### config.mk
export PLATFORM = sky130hd
export DESIGN_NAME = gate_tx_serializer
export DESIGN_NICKNAME = d
export VERILOG_FILES = /design/src/rtl/gate_tx_serializer.sv
export SDC_FILE = /design/constraint.sdc
export NUM_CORES = 1
export LEC_CHECK = 0
export CAP_MARGIN = 20
export CORE_MARGIN = 2
export CORE_UTILIZATION = 40
export DETAILED_ROUTE_END_ITERATION = 10
export PLACE_DENSITY = 0.72
export SLEW_MARGIN = 20
export SYNTH_ARGS = -nofsm -noshare
export SYNTH_HDL_FRONTEND = slang
export SYNTH_SLANG_ARGS = --single-unit
### constraint.sdc
create_clock -name i_clk -period 2.1 [get_ports i_clk]
set_input_delay 0.21 -clock i_clk [delete_from_list [all_inputs] [get_ports i_clk]]
set_output_delay 0.21 -clock i_clk [all_outputs]
set_load 0.02 [all_outputs]
### src/rtl/gate_tx_serializer.sv
// Per-gate serial transmit channel: one frame (start, LSB-first data, even parity, stop) per accepted i_tx_start.
// Latency: line drops to the start bit one cycle after acceptance; o_tx_ready returns FRAME_LEN cycles after that.
// Backpressure: o_tx_ready low for the whole frame; i_tx_start while busy is dropped and flagged on o_overrun.
//
// Ports:
//   i_clk        - single clock, all logic on posedge
//   i_rst_n      - asynchronous active-low reset
//   i_gen_sync   - sequencer sync: aborts any frame, clears o_overrun and o_frame_cnt
//   i_tx_start   - one-cycle launch request, honoured only while idle
//   i_data       - payload, captured when i_tx_start is accepted
//   o_tx_ready   - 1 while idle and able to accept i_tx_start
//   o_serial     - serial line, idle high
//   o_overrun    - sticky, set when i_tx_start arrives while busy
//   o_frame_cnt  - count of completed frames, wraps 255 -> 0
module gate_tx_serializer #(
  parameter int DATA_WIDTH = 8,
  parameter int BIT_CYCLES = 4
) (
  input  logic                  i_clk,
  input  logic                  i_rst_n,
  input  logic                  i_gen_sync,
  input  logic                  i_tx_start,
  input  logic [DATA_WIDTH-1:0] i_data,
  output logic                  o_tx_ready,
  output logic                  o_serial,
  output logic                  o_overrun,
  output logic [7:0]            o_frame_cnt
);

  // Counter widths are held at >= 1 so DATA_WIDTH=1 / BIT_CYCLES=1 still elaborate.
  localparam int BC_W = (BIT_CYCLES > 1) ? $clog2(BIT_CYCLES) : 1;
  localparam int DI_W = (DATA_WIDTH > 1) ? $clog2(DATA_WIDTH) : 1;

  typedef enum logic [2:0] {
    S_IDLE,
    S_START,
    S_DATA,
    S_PARITY,
    S_STOP
  } state_t;

  state_t                state;
  logic [BC_W-1:0]       bit_cnt;
  logic [DI_W-1:0]       data_idx;
  // Shift copy of the captured payload; the next data bit is always at [0].
  logic [DATA_WIDTH-1:0] shadow;
  logic                  parity_bit;
  logic                  bit_last;

  assign bit_last = (bit_cnt == BC_W'(BIT_CYCLES - 1));

  always_ff @(posedge i_clk or negedge i_rst_n) begin
    if (!i_rst_n) begin
      state       <= S_IDLE;
      bit_cnt     <= '0;
      data_idx    <= '0;
      shadow      <= '0;
      parity_bit  <= 1'b0;
      o_tx_ready  <= 1'b1;
      o_serial    <= 1'b1;
      o_overrun   <= 1'b0;
      o_frame_cnt <= 8'd0;
    end else if (i_gen_sync) begin
      // Sync wins over everything, including a same-cycle start request.
      state       <= S_IDLE;
      bit_cnt     <= '0;
      data_idx    <= '0;
      o_tx_ready  <= 1'b1;
      o_serial    <= 1'b1;
      o_overrun   <= 1'b0;
      o_frame_cnt <= 8'd0;
    end else begin
      case (state)
        S_IDLE: begin
          if (i_tx_start) begin
            shadow     <= i_data;
            parity_bit <= ^i_data;
            state      <= S_START;
            bit_cnt    <= '0;
            data_idx   <= '0;
            o_serial   <= 1'b0;
            o_tx_ready <= 1'b0;
          end
        end

        S_START, S_DATA, S_PARITY, S_STOP: begin
          if (i_tx_start) begin
            o_overrun <= 1'b1;
          end
          if (!bit_last) begin
            bit_cnt <= bit_cnt + BC_W'(1);
          end else begin
            bit_cnt <= '0;
            case (state)
              S_START: begin
                state    <= S_DATA;
                o_serial <= shadow[0];
                shadow   <= shadow >> 1;
              end
              S_DATA: begin
                if (data_idx == DI_W'(DATA_WIDTH - 1)) begin
                  state    <= S_PARITY;
                  o_serial <= parity_bit;
                end else begin
                  data_idx <= data_idx + DI_W'(1);
                  o_serial <= shadow[0];
                  shadow   <= shadow >> 1;
                end
              end
              S_PARITY: begin
                state    <= S_STOP;
                o_serial <= 1'b1;
              end
              default: begin
                // End of the stop bit: ready and the new count appear together.
                state       <= S_IDLE;
                o_serial    <= 1'b1;
                o_tx_ready  <= 1'b1;
                o_frame_cnt <= o_frame_cnt + 8'd1;
              end
            endcase
          end
        end

        default: begin
          state      <= S_IDLE;
          bit_cnt    <= '0;
          o_serial   <= 1'b1;
          o_tx_ready <= 1'b1;
        end
      endcase
    end
  end

endmodule

# --- Word-level counts from Yosys, hierarchy flattened ---
# Cells that the tools add are included.
word_totals:
  elab_cells: 85
  regBits: 28
op_classes:
  bitwise: 1
  n_addsub: 3
  eq_ne: 17
  n_reduce_logical: 17
  n_mux: 38
ops:
  columns: ["op", "count"]
  rows:
  - ["$mux W8", 7]
  - ["$pmux W8 S2", 2]
  - ["$mux W3", 9]
  - ["$ne A3 B3 Y1 const B", 7]
  - ["$pmux W3 S2", 2]
  - ["$reduce_and A3 Y1", 4]
  - ["$mux W1", 10]
  - ["$pmux W3 S3", 1]
  - ["$add A8 B1 Y8 const B", 1]
  - ["$reduce_bool A2 Y1", 4]
  - ["$reduce_xor A8 Y1", 1]
  - ["$eq A3 B2 Y1 const B", 2]
  - ["$eq A3 B3 Y1 const B", 2]
  - ["$mux W2", 3]
  - ["$pmux W1 S2", 3]
  - ["$reduce_and A6 Y1", 1]
  - ["$reduce_and A5 Y1", 1]
  - ["$ne A2 B2 Y1 const B", 2]
  - ["$ne A4 B4 Y1 const B", 1]
  - ["$pmux W2 S2", 1]
  - ["$reduce_and A2 Y1", 2]
  - ["$reduce_or A4 Y1", 1]
  - ["$add A3 B1 Y3 const B", 1]
  - ["$eq A3 B1 Y1 const B", 1]
  - ["7 further kinds", 7]

# --- Longest topological paths before layout ---
depth:
  ltp_word: 6
  mapped_depth: 7

# --- Least setup slack after synthesis ---
# No wires, ideal clock.
synth_path:
  path_kind: "reg2reg"
  startpoint: "register data_idx[0]"
  endpoint: "register shadow[0]"
  stages_incl_launch_ff: 7
  arrival_time_ns: 1.764
  required_ns: 1.975
  path_buffers: 0
  path_slack_ns: 0.211
  path_cell_list: "dfrtp_1 > ha_1 > ha_1 > nand2_1 > a21oi_2 > nor4_4 > mux2_2"
synth_between:
  elab_chain_cells: 3
synth_rtl:
  columns: ["element", "line", "source"]
  rows:
  - ["from (decl)", "44", "logic [DI_W-1:0] data_idx;"]
  - ["from (signal assigned)", "105", "data_idx <= data_idx + DI_W'(1);"]
  - ["$eq A3 B3 Y1", "101", "if (data_idx == DI_W'(DATA_WIDTH - 1)) begin"]
  - ["$ne A3 B3 Y1 (no source line)", null, null]
  - ["$reduce_and A6 Y1 (no source line)", null, null]
  - ["to (signal assigned)", "76", "shadow <= i_data;"]
  - ["to (signal assigned)", "98", "shadow <= shadow >> 1;"]
  - ["to (signal assigned)", "107", "shadow <= shadow >> 1;"]
  - ["to (decl)", "46", "logic [DATA_WIDTH-1:0] shadow;"]
# No other way between the ends.
# A chain may end at the register's enable or synchronous reset.

# --- Worst setup path after layout ---
layout_path:
  startpoint: "register data_idx[0]"
  endpoint: "register shadow[5]"
# The elaborated chain is that of the path after synthesis.

==> results_tabular.tex <==
\begin{tabular}{lr}
\hline
Metric & Value \\
\hline
\multicolumn{2}{l}{\textbf{Power}} \\
\quad Overall power of the completed layout & 1550 µW \\
\quad PD cells & 809 nW/µm² \\
\quad Largest vdd supply drop & 0.000286 V \\
\quad Leak pwr & 0.000799 µW \\
\multicolumn{2}{l}{\textbf{Floorplan}} \\
\quad Core Box Area & 3720 µm² \\
\quad Row count & 22 \\
\quad Die width & 66.9 µm \\
\quad IO Pins & 23 \\
\quad Effective utilization at floorplan & 0.425 \\
\quad Chip height & 66.9 µm \\
\quad Die area & 4470 µm² \\
\multicolumn{2}{l}{\textbf{Placement}} \\
\quad Final weighted congestion of routability-driven global placement & 0.830 \\
\quad I/O Buffers & 22 \\
\quad Total half-perimeter wirelength after legalization and detailed placement & 2520 µm \\
\multicolumn{2}{l}{\textbf{CTS}} \\
\quad Setup bufs post-CTS & 0 \\
\quad Post-CTS Resized & 0 \\
\quad Sinks on the clock net & 28 \\
\quad Total number of H-tree levels & 1 \\
\quad Hold buffer count at cts & 0 \\
\quad Clock input transition at the sequential cells of the worst setup and hold paths & 0.09 ns \\
\quad Clock buffer count from CTS & 3 \\
\quad Clk Tree Root Cell & sky130\_fd\_sc\_hd\_\_clkbuf\_8 \\
\quad Bufs on Longest Clock Path & 2 \\
\quad Clock latency at the later pin of the worst-skew pair & 0.27 ns \\
\quad CTS tree & yes \\
\multicolumn{2}{l}{\textbf{Finish}} \\
\quad N\_diodes & 0 \\
\quad Net count reported at finish & 192 \\
\quad Fraction of layout instances using a drive strength above 1 & 0.217 \\
\quad Area grow syn2layout & 21.5\% \\
\multicolumn{2}{l}{\textbf{Synthesis}} \\
\quad Multiplexer area fraction after synthesis & 0.138 \\
\quad Share of synthesized cell area in full adder, half adder and majority cells & 0.0317 \\
\quad Top cells by area in the synthesized netlist & sky130\_fd\_sc\_hd\_\_dfrtp\_1 41\%, sky130\_fd\_sc\_hd\_\_mux2\_2 10\%, sky130\_fd\_sc\_hd\_\_xnor2\_1 5.0\%, sky130\_fd\_sc\_hd\_\_nor2\_1 3.6\%, sky130\_fd\_sc\_hd\_\_dfstp\_2 3.3\% \\
\quad Warning count from the yosys run & 0 \\
\quad Number of synthesized flops with an enable pin & 0 \\
\quad Synthesized-area fraction occupied by ao, oa, aoi and oai cells & 0.0990 \\
\quad Simple-gate portion of the synthesized area & 0.172 \\
\quad Synthesized Nets & 165 \\
\quad Proportion of netlist area held by the largest area contributor & 0.412 \\
\quad Register bit total from synthesis & 28 \\
\quad Synthesized netlist cell count & 149 \\
\quad Sequential-to-total area share from yosys stat & 0.445 \\
\quad Post-synthesis share of cell area spent on xor and xnor gates & 0.0776 \\
\quad Post-synthesis cell type with the largest combined area & sky130\_fd\_sc\_hd\_\_dfrtp\_1 \\
\quad Async S/R FF share, synth & 1.00 \\
\quad Post-synth top flop & sky130\_fd\_sc\_hd\_\_dfrtp\_1 \\
\quad Distinct cell type count after synthesis & 39 \\
\quad Netlist Area Pre-Place & 1580 µm² \\
\quad Main combinational cell family by area after synthesis & simple AND/OR/NAND/NOR gates \\
\quad Post-synthesis average cell area & 10.6 µm² \\
\multicolumn{2}{l}{\textbf{Timing}} \\
\quad Number of hold-slack violations in the final timing report & 0 \\
\quad Setup violations, final & 0 \\
\quad Final clock period utilization by the worst path & 0.903 \\
\quad Post-route minimum period & 1.90 ns \\
\quad Fmax & 0.527 GHz \\
\quad Slew at the pin closest to its max-slew limit & 0.521 ns \\
\quad Total Negative Setup Slacks & 0 ns \\
\quad Final Max Tran Viols & 0 \\
\quad Worst Clk Skew & 0.00188 ns \\
\quad Unrepaired setup endpoints after global routing & no \\
\quad Max-slew headroom at the worst pin & 0.651 \\
\multicolumn{2}{l}{\textbf{Drt}} \\
\quad Total number of vias & 1169 \\
\quad Final antenna-violating net count & 0 \\
\quad Sum of routed wire length over all layers & 3260 µm \\
\quad Count of unresolved DRC violations after routing & 0 \\
\quad Post-DR vias/cell & 5.24 \\
\quad Initial DRC Count & 39 \\
\quad Routed wirelength normalized by instance count & 14.6 µm \\
\quad DR pass1 iterations & 4 \\
\multicolumn{2}{l}{\textbf{Global routing}} \\
\quad Maximum number of pins on one net before global-route repair & 29 \\
\quad Number of global-route vias before repair & 1250 \\
\quad Global Route Usage Sum & 0.161 \\
\quad Remaining global-route overflow & 0 \\
\quad Initial antenna violation count & 0 \\
\quad First-pass GRT wire length & 5580 µm \\
\multicolumn{2}{l}{\textbf{Worst setup path}} \\
\quad Cell chain of the critical path & ha\_1, ha\_1, nand2\_1, a21oi\_2, nor4\_4, buf\_4, mux2\_2 \\
\quad Critical Path Most Common Cell & sky130\_fd\_sc\_hd\_\_ha\_1 \\
\quad Crit path max fanout & 8 \\
\quad R2r worst-path depth & 7 \\
\quad Type of origin of the critical path & register \\
\quad Slowest stage cell, crit path & sky130\_fd\_sc\_hd\_\_dfrtp\_1 \\
\quad CP endpoint kind & register \\
\quad Endpoint required time on the critical path & 2.26 ns \\
\quad CP Data Arrival Time & 2.06 ns \\
\quad Critical setup path kind & register to register \\
\quad Slowest stage delay, CP & 0.42 ns \\
\multicolumn{2}{l}{\textbf{Hold path}} \\
\quad Classification of the worst-slack hold path & input pin to async pin \\
\multicolumn{2}{l}{\textbf{Run status}} \\
\quad Result of the run & complete, no violations \\
\multicolumn{2}{l}{\textbf{Job}} \\
\quad Max-cap violations & 0 \\
\hline
\end{tabular}
worst paths after layout:
path	startpoint	endpoint	slack, ns
setup / recovery	data_idx[0]	shadow[5]	0.20
hold / removal	i_rst_n	o_overrun	0.31
setup reg to reg	data_idx[0]	shadow[5]	0.20
hold reg to reg	parity_bit	parity_bit	0.50
max in group asynchronous	i_rst_n	o_tx_ready	1.49
min in group i_clk	parity_bit	parity_bit	0.50
cells by family (layout without fill, tap and decap cells):
| family | count (synthesis) | after routing |
|---|---|---|
| simple gates | 50 | 50 |
| fa+ha+maj | 4 | 4 |
| buf+inv | 10 | 36 |
| flops | 28 | 28 |
| mux | 19 | 19 |
| compound gates | 24 | 24 |
| xor+xnor | 14 | 14 |
cell usage after synthesis, types with 2 or more instances:
cell type and n:
sky130_fd_sc_hd__or2_2 2, sky130_fd_sc_hd__buf_6 2, sky130_fd_sc_hd__o21ai_0 6, sky130_fd_sc_hd__nand3_1 2, sky130_fd_sc_hd__ha_1 4, sky130_fd_sc_hd__a31oi_1 3
sky130_fd_sc_hd__mux2_2 14, sky130_fd_sc_hd__clkbuf_1 2, sky130_fd_sc_hd__nand4_1 4, sky130_fd_sc_hd__o2bb2ai_1 2, sky130_fd_sc_hd__nor2_1 15, sky130_fd_sc_hd__inv_1 3
sky130_fd_sc_hd__nand2_1 13, sky130_fd_sc_hd__dfstp_2 2, sky130_fd_sc_hd__xnor2_1 9, sky130_fd_sc_hd__nor4_1 2, sky130_fd_sc_hd__dfrtp_1 26, sky130_fd_sc_hd__xor2_1 5
sky130_fd_sc_hd__buf_2 2, sky130_fd_sc_hd__a22o_1 3, sky130_fd_sc_hd__and3_1 2, sky130_fd_sc_hd__mux2_4 2, sky130_fd_sc_hd__mux2i_1 3, sky130_fd_sc_hd__a21oi_1 6
per-stage QoR:
step	cell area, µm²	std cells	worst slack [ns]	hold slack [ns]	utilization
global route	1920	223	0.0941	0.327	0.517
floorplan	1580	149	0.211	-0.0856	-
CTS	1920	223	0.194	0.317	0.517
finish	1920	223	0.203	0.307	0.517
global placement	1870	219	0.275	0.485	0.502
detailed placement	1870	219	0.213	0.485	0.502
flip-flops by register name (all words and copies together) (netlist names):
register     flops
parity_bit       1
o_frame_cnt      8
o_tx_ready       1
bit_cnt          2
state            3
data_idx         3
o_overrun        1
shadow           8
o_serial         1
cell type report:
type                            instances  area (µm²)
Tap cell                               48        60.1
Multi-Input combinational cell        111         818
Inverter                                3        11.3
Timing Repair Buffer                   29         273
Fill cell                             354        1800
Sequential cell                        28         703
Clock buffer                            4        55.1
routing by layer:
layer,up-vias,global-route usage,part of all wire
li1,575,-,-
met1,575,0.209,0.45
met2,17,0.283,0.52
met3,2,0.0287,0.026
met4,0,0.0281,0.0031
met5,-,0,0
power by group:
group | internal [µW] | total, µW | switching (µW)
logic | 279 | 497 | 219
registers | 659 | 727 | 67.8
clock network | 168 | 329 | 162
total | 1100 | 1550 | 448
layout by cell type (no fill, tap or decap), types with 5 or more instances in the layout:
master                            instances
sky130_fd_sc_hd__a21oi_1                  6
sky130_fd_sc_hd__clkdlybuf4s50_1         22
sky130_fd_sc_hd__mux2_2                  14
sky130_fd_sc_hd__nor2_1                  15
sky130_fd_sc_hd__nand2_1                 13
sky130_fd_sc_hd__xor2_1                   5
sky130_fd_sc_hd__xnor2_1                  9
sky130_fd_sc_hd__buf_4                    7
sky130_fd_sc_hd__o21ai_0                  6
sky130_fd_sc_hd__dfrtp_1                 26
worst max-delay path: cells and delay by family (launching register included):
family	cells	cell delay, ns
AO/OA/AOI/OAI	1	0.08
multiplexers	1	0.34
AND/OR/NAND/NOR	2	0.31
adder cells (fa/ha/maj)	2	0.44
buffers and inverters	1	0.21
flip-flops	1	0.42
(Power assumes the default switching activity.)
